==> src/rtl/ct_spsram_16384x128_arb.sv <==
// Zero-fill sequencer and two-port round-robin arbiter in front of the
// 16384x128 single-port SRAM macro (active-low CEN/GWEN/WEN controls).
module ct_spsram_16384x128_arb #(
  parameter int unsigned ADDR_WIDTH = 14,
  parameter int unsigned DATA_WIDTH = 128,
  parameter bit          INIT_EN    = 1'b1
) (
  input  logic                  forever_cpuclk,
  input  logic                  cpurst,
  input  logic                  init_req,
  output logic                  init_done,
  input  logic                  req0_vld,
  output logic                  req0_rdy,
  input  logic [ADDR_WIDTH-1:0] req0_addr,
  input  logic                  req0_wr,
  input  logic [DATA_WIDTH-1:0] req0_wdata,
  input  logic [DATA_WIDTH-1:0] req0_wmask,
  input  logic                  req1_vld,
  output logic                  req1_rdy,
  input  logic [ADDR_WIDTH-1:0] req1_addr,
  input  logic                  req1_wr,
  input  logic [DATA_WIDTH-1:0] req1_wdata,
  input  logic [DATA_WIDTH-1:0] req1_wmask,
  output logic                  rsp0_vld,
  output logic                  rsp1_vld,
  output logic [DATA_WIDTH-1:0] rsp_data,
  output logic [ADDR_WIDTH-1:0] sram_a,
  output logic                  sram_cen,
  output logic [DATA_WIDTH-1:0] sram_d,
  output logic                  sram_gwen,
  output logic [DATA_WIDTH-1:0] sram_wen,
  input  logic [DATA_WIDTH-1:0] sram_q
);

  typedef enum logic [1:0] {
    ST_IDLE,
    ST_INIT,
    ST_RUN
  } state_t;

  state_t                state, state_nxt;
  logic [ADDR_WIDTH-1:0] init_cnt, init_cnt_nxt;
  logic                  ptr, ptr_nxt;
  logic [ADDR_WIDTH-1:0] last_a;
  logic [DATA_WIDTH-1:0] last_d;
  logic                  gnt0, gnt1;

  // On contention the pointer picks the winner; a lone requester always wins.
  always_comb begin
    gnt0 = (state == ST_RUN) && req0_vld && (!req1_vld || !ptr);
    gnt1 = (state == ST_RUN) && req1_vld && (!req0_vld ||  ptr);
  end

  assign req0_rdy  = gnt0;
  assign req1_rdy  = gnt1;
  assign init_done = (state == ST_RUN);
  assign rsp_data  = sram_q;

  always_comb begin
    state_nxt    = state;
    init_cnt_nxt = init_cnt;
    ptr_nxt      = ptr;
    case (state)
      ST_IDLE: state_nxt = INIT_EN ? ST_INIT : ST_RUN;
      ST_INIT: begin
        init_cnt_nxt = init_cnt + 1'b1;
        if (init_cnt == '1) state_nxt = ST_RUN;
      end
      ST_RUN: begin
        if (init_req) begin
          state_nxt    = ST_INIT;
          init_cnt_nxt = '0;
        end
      end
      default: state_nxt = ST_IDLE;
    endcase
    if (gnt0)      ptr_nxt = 1'b1;
    else if (gnt1) ptr_nxt = 1'b0;
  end

  // Address and data buses keep their last driven value while the macro is idle.
  always_comb begin
    sram_cen  = 1'b1;
    sram_gwen = 1'b1;
    sram_wen  = '1;
    sram_a    = last_a;
    sram_d    = last_d;
    if (state == ST_INIT) begin
      sram_cen  = 1'b0;
      sram_gwen = 1'b0;
      sram_wen  = '0;
      sram_a    = init_cnt;
      sram_d    = '0;
    end else if (gnt0) begin
      sram_cen  = 1'b0;
      sram_gwen = ~req0_wr;
      sram_wen  = ~req0_wmask;
      sram_a    = req0_addr;
      sram_d    = req0_wdata;
    end else if (gnt1) begin
      sram_cen  = 1'b0;
      sram_gwen = ~req1_wr;
      sram_wen  = ~req1_wmask;
      sram_a    = req1_addr;
      sram_d    = req1_wdata;
    end
  end

  always_ff @(posedge forever_cpuclk or posedge cpurst) begin
    if (cpurst) begin
      state    <= ST_IDLE;
      init_cnt <= '0;
      ptr      <= 1'b0;
      rsp0_vld <= 1'b0;
      rsp1_vld <= 1'b0;
      last_a   <= '0;
      last_d   <= '0;
    end else begin
      state    <= state_nxt;
      init_cnt <= init_cnt_nxt;
      ptr      <= ptr_nxt;
      rsp0_vld <= gnt0 && !req0_wr;
      rsp1_vld <= gnt1 && !req1_wr;
      if (!sram_cen) begin
        last_a <= sram_a;
        last_d <= sram_d;
      end
    end
  end

endmodule

==> config.mk <==
export PLATFORM = sky130hd
export DESIGN_NAME = ct_spsram_16384x128_arb
export DESIGN_NICKNAME = d
export VERILOG_FILES = /design/src/rtl/ct_spsram_16384x128_arb.sv
export SDC_FILE = /design/constraint.sdc
export NUM_CORES = 1
export LEC_CHECK = 0
export ABC_AREA = 1
export CORE_AREA = 2 2 421 423
export CTS_BUF_LIST = sky130_fd_sc_hd__clkbuf_16
export CTS_CLUSTER_SIZE = 25
export DETAILED_ROUTE_END_ITERATION = 10
export DIE_AREA = 0 0 423 425
export GPL_TIMING_DRIVEN = 0
export PLACE_DENSITY = 0.32
export SLEW_MARGIN = 20
export SYNTH_ARGS = -nofsm -noshare
export SYNTH_HDL_FRONTEND = slang
export SYNTH_SLANG_ARGS = --single-unit
==> constraint.sdc <==
create_clock -name forever_cpuclk -period 5.2 [get_ports forever_cpuclk]
set_input_delay 1.04 -clock forever_cpuclk [delete_from_list [all_inputs] [get_ports forever_cpuclk]]
set_output_delay 1.04 -clock forever_cpuclk [all_outputs]
set_load 0.01 [all_outputs]
==> flow_summary.json, run 1 <==
{
  "synth_top_area_cell": "sky130_fd_sc_hd__dfrtp_1",
  "fillers": 20500,
  "ir_drop_v": 0.000273,
  "layout.nets": 3703,
  "die_x_um": 423,
  "cp_data_arrival_time_ns": 4.00,
  "yosys.cell_types.count": 27,
  "global_route.usage.total_pct": 12.7,
  "max_cap_violations": 0,
  "postSynthNetCount": 2726,
  "power.clock.fraction_pct": 41.3,
  "post_drt_wl_per_cell_um": 22.1,
  "r2r_start": "state[0]",
  "fin_worst_skew_ns": 0.0150,
  "overall_power_w": 0.00333,
  "power_density_nw_per_um2": 131,
  "worstHoldPathCells": 2,
  "ctsHtreeMaxLevel": 4,
  "rr_worst_depth": 7,
  "first_pass_grt_wire_length_mm": 153,
  "cts-root-buf": "sky130_fd_sc_hd__clkbuf_16",
  "cts.hold.buffers_added": 0,
  "numPlacedInstances": 5348,
  "synth.ff_latch_count": 161,
  "grt_antenna_before_repair": 30,
  "yosysWarnings": 0,
  "final_cell_mix": "sky130_fd_sc_hd__clkdlybuf4s50_1, sky130_fd_sc_hd__nand2_1, sky130_fd_sc_hd__nor2_1, sky130_fd_sc_hd__inv_1, sky130_fd_sc_hd__dfrtp_1",
  "initial_utilization_pct": 6.98,
  "grt_overflow": 0,
  "intPower_w": 0.00243,
  "clock.fmax_mhz": 198,
  "placement_row_count": 154,
  "worst_setup_hold_path_clk_slew_ns": 0.08,
  "rrSetupSlack_ns": 2.45,
  "avgViaCountPerCell": 3.05,
  "layout.cells.non_filler": 5387,
  "crit_fanout": 11,
  "synth_area_per_cell_um2": 5.97,
  "tightest_slew_ns": 0.975,
  "switching_power_w": 0.000893,
  "place_hpwl_mm": 104,
  "p_seq_share_pct": 37.6,
  "dieArea_um2": 180000,
  "critical_path.startpoint": "req0_vld",
  "clk-insertion-delay-late_ns": 0.52,
  "drt_drc_violations_left": 0,
  "post_route_cells_drive_above_1_share_pct": 8.78,
  "core_area_um2": 175000,
  "cts-buffers-inserted": 17,
  "syn_area_um2": 12200,
  "timing.critical_path.to_type": "primary output",
  "drt_pre_antenna_iters": 5,
  "part_of_the_yosys_area_used_for_sequential_elements_pct": 32.9,
  "die_height_um": 425,
  "netlist.area_leader.share_pct": 32.9,
  "post_cts_buffers": 0,
  "path_class": "in2out",
  "hold-path-endpoint": "last_d[22]",
  "fin_setup_tns_ns": 0,
  "buffer_ports.inserted": 951,
  "timing.hold.worst.start": "last_d[22]",
  "power.share.combinational_pct": 21.1,
  "cts_resized": 22,
  "tritoncts_num_sinks": 161,
  "hold_path.class": "reg2reg",
  "mostFrequentLayoutCell": "sky130_fd_sc_hd__clkdlybuf4s50_1",
  "cts_tree": "built",
  "finalCriticalPeriod_ns": 5.04,
  "worst-endpoint-required_ns": 4.16,
  "syn_inst": 2050,
  "swShare_pct": 26.8,
  "final_hold_viol_count": 0,
  "p_leak_nw": 12.5,
  "final_antenna_net_count": 0,
  "ctsLongestPathBuffers": 2,
  "finalSetupViolCount": 0,
  "vias": 16400,
  "placed_cell_area_um2": 24800,
  "grt_max_degree": 27,
  "first_global_vias": 16300,
  "finalCoreUtilization_pct": 14.5,
  "status": "finished, final reports clean",
  "worst_slew_margin_pct": 35.0,
  "timing.final.max_slew_violations": 0,
  "num_io_pins": 1080,
  "routed_wl_mm": 119,
  "gp_routability_congestion": 0.877,
  "fin_area_um2": 25500,
  "yosys-top-cells-area": "sky130_fd_sc_hd__dfrtp_1, sky130_fd_sc_hd__nand2_1, sky130_fd_sc_hd__nor2_1",
  "timing.rr.end": "last_d[53]",
  "flow.area_growth_from_synthesis_pct": 108,
  "post-route-period-util_pct": 97.0,
  "detailedRoute.firstIterationViolations": 671,
  "crit_path_start_kind": "input pin"
}
synthesized netlist by cell type, drive strengths merged:
cell type / number
a21oi: 136
ha: 1
o22ai: 2
o31ai: 1
nand2: 728
o21a: 1
nor3: 6
o211ai: 1
nor2: 292
clkbuf: 33
clkinv: 1
dfrtp: 161
nand4: 3
nand3: 136
buf: 217
a22oi: 1
o21ai: 48
o21bai: 1
a22o: 1
inv: 280
power by group through the flow:
stage	Sequential [W]	Clock, W	Combinational (W)
CTS	0.00125	0.00148	0.000711
global route	0.00125	0.00151	0.000738
finish	0.00125	0.00137	0.000703
global placement	0.00128	0	0.000693
floorplan	0.00128	0	0.000122
detailed placement	0.00128	0	0.000706
registers in the layout, indices dropped and copies added, names as in the netlist:
name and count:
rsp0_vld 1, rsp1_vld 1, init_cnt 14, last_d 128
state 2, ptr 1, last_a 14
worst max-delay path by stage:
stage | to | slack (ns) | cells past startpoint
after global placement | sram_wen[17] | -0.75 | 9
after global routing | sram_wen[19] | -0.002 | 9
after floorplan | init_cnt[0] | 2.12 | 1
after detailed placement | sram_wen[17] | -0.74 | 9
after CTS | sram_wen[71] | 0.01 | 9
final | sram_wen[16] | 0.16 | 9
through the flow:
step           hold WS (ns)  setup slack (ns)
6_report              0.490             0.158
4_1_cts               0.492            0.0132
5_1_grt               0.531          -0.00216
3_5_place_dp          0.471            -0.738
3_3_place_gp          0.466            -0.747
2_1_floorplan         0.444              2.12
routing by layer:
| metal | vias up | global-route usage [%] | wire (um) |
|---|---|---|---|
| met5 | - | 0 | 57 |
| met4 | 10 | 2.11 | 1750 |
| met3 | 72 | 2.95 | 6370 |
| met2 | 604 | 25.5 | 67600 |
| met1 | 7749 | 13.4 | 43500 |
| li1 | 8001 | - | - |
cells by family (layout without fill, tap and decap cells):
group,after synthesis,after routing,share of synthesized area [%]
AOI/OAI and AO/OA,192,192,8.00
and+or+nand+nor,1165,1165,37.4
adders and majority gates,1,1,0.102
DFF,161,161,32.9
other,0,7,0
buffers and inverters,531,1521,21.6
critical path, cell delays in order:
cell,delay [ns]
sky130_fd_sc_hd__clkdlybuf4s50_1,0.48
sky130_fd_sc_hd__nand2_1,0.06
sky130_fd_sc_hd__nand3_1,0.07
sky130_fd_sc_hd__buf_4,0.28
sky130_fd_sc_hd__clkinv_4,0.27
sky130_fd_sc_hd__buf_2,0.35
sky130_fd_sc_hd__buf_2,0.29
sky130_fd_sc_hd__a21oi_1,0.46
sky130_fd_sc_hd__clkdlybuf4s50_1,0.66
layout make-up:
cell class / count / area [um2] / share of cell area, %
repair buffers: 958 / 9670 / 38.0
inverters: 281 / 1060 / 4.18
diodes: 7 / 17.5 / 0.0688
multi-input cells: 1358 / 5590 / 21.9
clock buffers: 17 / 425 / 1.67
well taps: 2340 / 2930 / 11.5
flip-flops and latches: 161 / 4030 / 15.8
clock inverters: 15 / 149 / 0.585
plain buffers: 250 / 1610 / 6.31
No activity file was read; power rests on OpenSTA's default activity.
==> run 2, diff against run 1 <==
CORE_AREA = 2 2 425 427   (was 2 2 421 423)
DIE_AREA = 0 0 427 429   (was 0 0 423 425)
PLACE_DENSITY = 0.31   (was 0.32)
SLEW_MARGIN = not set   (was 20)
clock period = 5.6 ns   (was 5.2 ns; I/O delays follow)
==> run 2 against run 1 <==
Net effect:
- hold slack worse by 0.0043 ns
- combinational power down 9.7%
- final area down 0.48%
- sequential power down 7%
- routed wire length down 9.8%
- register-to-register slack better by 0.36 ns
- sequential cell count unchanged
- sequential share of layout area up 0.076 points
- clock-buffer cell count unchanged
- worst setup slack better by 0.0053 ns
- utilization down 0.29 points
==> flow_summary.json, run 2 (synthesis results as in run 1) <==
{
  "finalSetupViolCount": 0,
  "power_density_nw_per_um2": 122,
  "grt_max_degree": 87,
  "timing.critical_path.to_type": "primary output",
  "crit_path_start_kind": "input pin",
  "flow.area_growth_from_synthesis_pct": 107,
  "buffer_ports.inserted": 951,
  "finalCriticalPeriod_ns": 5.44,
  "mostFrequentLayoutCell": "sky130_fd_sc_hd__clkdlybuf4s50_1",
  "core_area_um2": 178000,
  "worst-endpoint-required_ns": 4.48,
  "avgViaCountPerCell": 3.00,
  "multi_input_comb_area_um2": 5590,
  "clock.fmax_mhz": 184,
  "final_setup_slack_of_the_worst_path_ns": 0.163,
  "place_worst_setup_slack_ns": -0.558,
  "path_class": "in2out",
  "gp_routability_congestion": 0.785,
  "crit_fanout": 12,
  "fin_worst_skew_ns": 0.0116,
  "first_global_vias": 16500,
  "layout.nets": 3697,
  "biggestRegsByFlops": "last_d x128, init_cnt x14, last_a x14",
  "cts.hold.buffers_added": 0,
  "hold_path.class": "reg2reg",
  "status": "finished, final reports clean",
  "post-route-period-util_pct": 97.1,
  "post_route_cells_drive_above_1_share_pct": 8.34,
  "global_route.usage.total_pct": 11.3,
  "finalCoreUtilization_pct": 14.2,
  "tightest_slew_ns": 0.963,
  "placement_row_count": 155,
  "grt_antenna_before_repair": 16,
  "die_x_um": 427,
  "p_leak_nw": 12.4,
  "rsz_0062_raised_after_global_routing": "no",
  "ir_drop_v": 0.000275,
  "cts_tree": "built",
  "post_drt_wl_per_cell_um": 20.0,
  "routed_wl_mm": 108,
  "fin_setup_tns_ns": 0,
  "worst_slew_margin_pct": 35.8,
  "initial_utilization_pct": 6.88,
  "grt_overflow": 0,
  "num_io_pins": 1080,
  "largest_register_ffs": 128,
  "dieArea_um2": 183000,
  "largest-register": "last_d",
  "drt_pre_antenna_iters": 5,
  "cts-buffers-inserted": 17,
  "detailedRoute.firstIterationViolations": 730,
  "worst_setup_hold_path_clk_slew_ns": 0.09,
  "seqCellArea_um2": 4030,
  "tritoncts_num_sinks": 161,
  "drt_drc_violations_left": 0,
  "final_hold_viol_count": 0,
  "ctsHtreeMaxLevel": 4,
  "cp_data_arrival_time_ns": 4.32,
  "timing.final.max_slew_violations": 0,
  "vias": 16100,
  "clk-insertion-delay-late_ns": 0.53,
  "final_cell_mix": "sky130_fd_sc_hd__clkdlybuf4s50_1, sky130_fd_sc_hd__nand2_1, sky130_fd_sc_hd__nor2_1, sky130_fd_sc_hd__inv_1, sky130_fd_sc_hd__dfrtp_1",
  "fillers": 20700,
  "final_antenna_net_count": 0,
  "ctsLongestPathBuffers": 2,
  "place_hpwl_mm": 91.2,
  "first_pass_grt_wire_length_mm": 142,
  "die_height_um": 429,
  "cts-root-buf": "sky130_fd_sc_hd__clkbuf_16",
  "max_cap_violations": 0,
  "timing.hold.ws_ns": 0.486
}
[run 2: cell count changes in the layout (fill, tap and decap cells not counted), sizes merged, moves of 3 or more]
| cell | change |
|---|---|
| diode | -4 |
| clkinv | -4 |
| inv | +3 |
| clkdlybuf4s50 | +7 |
| buf | -5 |
| clkdlybuf4s15 | -3 |
| dlygate4sd2 | -3 |
[run 2: path summary, 6_finish.rpt]
check	start	end	slack, ns	cells after the start
min	last_d[22]	last_d[22]	0.49	2
max reg2reg	state[0]	last_d[65]	2.81	7
max	req0_vld	sram_wen[73]	0.16	9
min in group asynchronous	cpurst	last_d[35]	1.10	2
max in group asynchronous	cpurst	last_a[3]	3.39	3
min reg2reg	last_d[22]	last_d[22]	0.49	2
[run 2: power breakdown]
part	switching [W]	total (W)	leakage (nW)	internal, W
clock network	0.000659	0.00128	0.274	0.000624
logic	0.000167	0.000635	10.0	0.000468
registers	0	0.00116	2.12	0.00116
total	0.000827	0.00308	12.4	0.00225
[run 2: worst max-delay path, stage by stage]
cell and delay, ns:
sky130_fd_sc_hd__clkdlybuf4s50_1 0.49, sky130_fd_sc_hd__nand2_1 0.06, sky130_fd_sc_hd__nand3_1 0.10, sky130_fd_sc_hd__buf_4 0.30, sky130_fd_sc_hd__clkinv_4 0.28, sky130_fd_sc_hd__buf_2 0.38
sky130_fd_sc_hd__buf_2 0.30, sky130_fd_sc_hd__a21oi_1 0.55, sky130_fd_sc_hd__clkdlybuf4s50_1 0.68
[run 2: final cells by class]
| class | count | area share [%] |
|---|---|---|
| flip-flops and latches | 161 | 15.9 |
| clock inverters | 14 | 0.587 |
| repair buffers | 952 | 37.7 |
| multi-input cells | 1358 | 22.0 |
| diodes | 3 | 0.0296 |
| inverters | 281 | 4.21 |
| clock buffers | 17 | 1.68 |
| plain buffers | 250 | 6.28 |
| well taps | 2355 | 11.6 |
[run 2: through the flow]
step	instances	cell area, um2	total power, W
6_report	5391	25300	0.00308
5_1_grt	5388	25300	0.00323
4_1_cts	5388	25300	0.00317
3_5_place_dp	5357	24700	0.00182
3_3_place_gp	5356	24700	0.00182
2_1_floorplan	2050	12200	0.00130
[run 2: routing by layer]
metal,track usage [%],up-vias,share of wire (%)
met1,11.3,7546,35
li1,-,7980,-
met3,2.44,70,5.2
met5,0,-,0.034
met2,22.7,546,56
met4,3.34,6,2.8
[run 2: repair_timing]
action | CTS | global route
endpoints found under the setup margin | 90 | 2
pin swaps | 0 | 0
gates resized for setup | 8 | 2
buffers inserted | 0 | 0
==> run 3, diff against run 2 <==
CTS_CLUSTER_DIAMETER = 40   (was not set)
PLACE_DENSITY = 0.3   (was 0.31)
==> run 3 against run 2 <==
Net effect:
- maximum frequency increased by 1.5%
- largest power group unchanged
- worst setup slack improved by 0.079 ns
- register-to-register slack lost 0.06 ns
- via count grew 0.17%
- combinational power down 1%
- sequential share of layout area about the same
- utilization barely moved
- final area barely moved
- non-clock buffer count unchanged
==> flow_summary.json, run 3 (synthesis results as in run 1) <==
{
  "tritoncts_num_sinks": 161,
  "final_setup_slack_of_the_worst_path_ns": 0.243,
  "grt_max_degree": 83,
  "final_hold_viol_count": 0,
  "timing.hold.worst.start": "last_d[22]",
  "rsz_0062_raised_after_global_routing": "no",
  "largest-register": "last_d",
  "top_usage_layer": "met2",
  "biggestRegsByFlops": "last_d x128, init_cnt x14, last_a x14",
  "grt.met1_usage_pct": 11.3,
  "place_worst_setup_slack_ns": -0.790,
  "cts-buffers-inserted": 17,
  "finalSetupViolCount": 0,
  "flow.area_growth_from_synthesis_pct": 107,
  "timing.final.max_slew_violations": 0,
  "first_global_vias": 16500,
  "timing.critical_path.to_type": "primary output",
  "groute.layer.met2.usage_pct": 23.0,
  "fin_worst_skew_ns": 0.0176,
  "finalCriticalPeriod_ns": 5.36,
  "largest_register_ffs": 128,
  "final_cell_mix": "sky130_fd_sc_hd__clkdlybuf4s50_1, sky130_fd_sc_hd__nand2_1, sky130_fd_sc_hd__nor2_1, sky130_fd_sc_hd__inv_1, sky130_fd_sc_hd__dfrtp_1",
  "worst_slew_margin_pct": 23.8,
  "timing.critical_path.slowest_cell_delay_ns": 0.57,
  "buffer_ports.inserted": 951,
  "die_x_um": 427,
  "critical_path.slowest_cell": "sky130_fd_sc_hd__buf_1",
  "crit_path_start_kind": "input pin",
  "r2r_start": "state[0]",
  "multi_input_comb_area_um2": 5580,
  "groute.layer.met3.usage_pct": 2.77,
  "vias": 16200,
  "cp_cell_sequence": "clkdlybuf4s50_1 -> nand2_1 -> nand3_1 -> buf_4 -> buf_2 -> buf_1 -> nand3_1 -> nand2_1 -> inv_1 -> clkdlybuf4s50_1",
  "clk-insertion-delay-late_ns": 0.52,
  "first_pass_grt_wire_length_mm": 141,
  "power_density_nw_per_um2": 121,
  "worst_setup_hold_path_clk_slew_ns": 0.09,
  "detailedRoute.firstIterationViolations": 619,
  "layout.nets": 3697,
  "seqCellArea_um2": 4030,
  "cts_tree": "built",
  "rr_worst_depth": 7,
  "crit_fanout": 10,
  "mostFrequentLayoutCell": "sky130_fd_sc_hd__clkdlybuf4s50_1",
  "initial_utilization_pct": 6.88,
  "dieArea_um2": 183000,
  "max_cap_violations": 0,
  "ctsHtreeMaxLevel": 4,
  "hold_path.class": "reg2reg",
  "num_io_pins": 1080,
  "worst-endpoint-required_ns": 4.48,
  "hold-path-endpoint": "last_d[22]",
  "drt_drc_violations_left": 0,
  "place_hpwl_mm": 91.2,
  "avgViaCountPerCell": 3.00,
  "cp_data_arrival_time_ns": 4.24,
  "core_area_um2": 178000,
  "path_class": "in2out",
  "p_leak_nw": 12.4,
  "cts.hold.buffers_added": 0,
  "gp_routability_congestion": 0.783,
  "global_route.usage.total_pct": 11.3,
  "post_route_cells_drive_above_1_share_pct": 8.24,
  "clock.fmax_mhz": 187,
  "routed_wl_mm": 108,
  "layout.cells.non_filler": 5395,
  "timing.rr.end": "last_d[64]",
  "cts-root-buf": "sky130_fd_sc_hd__clkbuf_16",
  "die_height_um": 429,
  "rrSetupSlack_ns": 2.75,
  "ir_drop_v": 0.000264,
  "critical_path_buf_inv_count": 6,
  "grt_antenna_before_repair": 23,
  "grt_overflow": 0,
  "tightest_slew_ns": 1.14,
  "drt_pre_antenna_iters": 5,
  "placement_row_count": 155,
  "critical-path-top-delay-family": "buffers and inverters",
  "final_antenna_net_count": 0,
  "cts_resized": 12,
  "post_drt_wl_per_cell_um": 19.9,
  "post-route-period-util_pct": 95.7,
  "worstHoldPathCells": 2,
  "numPlacedInstances": 5357,
  "ctsLongestPathBuffers": 2,
  "fillers": 20700,
  "post_cts_buffers": 0,
  "status": "finished, final reports clean"
}
[run 3: area by class of cell]
type                    instances  share of cell area, %
clock buffers                  17                   1.68
flip-flops and latches        161                   15.9
repair buffers                952                   37.6
inverters                     281                   4.21
plain buffers                 250                   6.30
multi-input cells            1358                   22.0
clock inverters                15                  0.607
well taps                    2355                   11.6
diodes                          6                 0.0592
[run 3: through the flow]
stage	utilization, %	total power, W	setup TNS, ns	hold slack, ns	area (um2)
2_1_floorplan	-	0.00130	0	0.444	12200
3_3_place_gp	13.9	0.00181	-715.81	0.465	24700
3_5_place_dp	13.9	0.00182	-19.01	0.469	24700
4_1_cts	14.2	0.00318	0	0.489	25300
5_1_grt	14.2	0.00322	0	0.513	25300
6_report	14.2	0.00306	0	0.483	25400
[run 3: power by group]
| part | leakage [nW] | internal (W) | switching (W) |
|---|---|---|---|
| Clock | 0.277 | 0.000623 | 0.000645 |
| Combinational | 10.0 | 0.000467 | 0.000161 |
| Sequential | 2.12 | 0.00116 | 0 |
[run 3: how the worst max path moves through the flow]
stage / from / to / slack (ns) / cells after the start
2_1_floorplan: cpurst / init_cnt[0] / 0.13 / 1
3_3_place_gp: cpurst / last_a[7] / -4.49 / 2
3_5_place_dp: req0_vld / sram_wen[9] / -0.79 / 9
4_1_cts: req1_vld / sram_wen[121] / 0.06 / 10
5_1_grt: req1_vld / sram_a[12] / 0.05 / 8
6_report: req1_vld / sram_d[44] / 0.24 / 10
[run 3: worst min-delay path: stages, from the launching register on]
cell and delay (ns):
sky130_fd_sc_hd__dfrtp_1 0.33, sky130_fd_sc_hd__nand2_1 0.06, sky130_fd_sc_hd__nand2_1 0.06
[run 3: layer usage]
metal  part of all wire, %  vias to the layer above
met5                 0.066                        -
met4                   2.0                       10
met3                   5.9                       77
met2                    56                      586
met1                    36                     7519
li1                      -                     7984
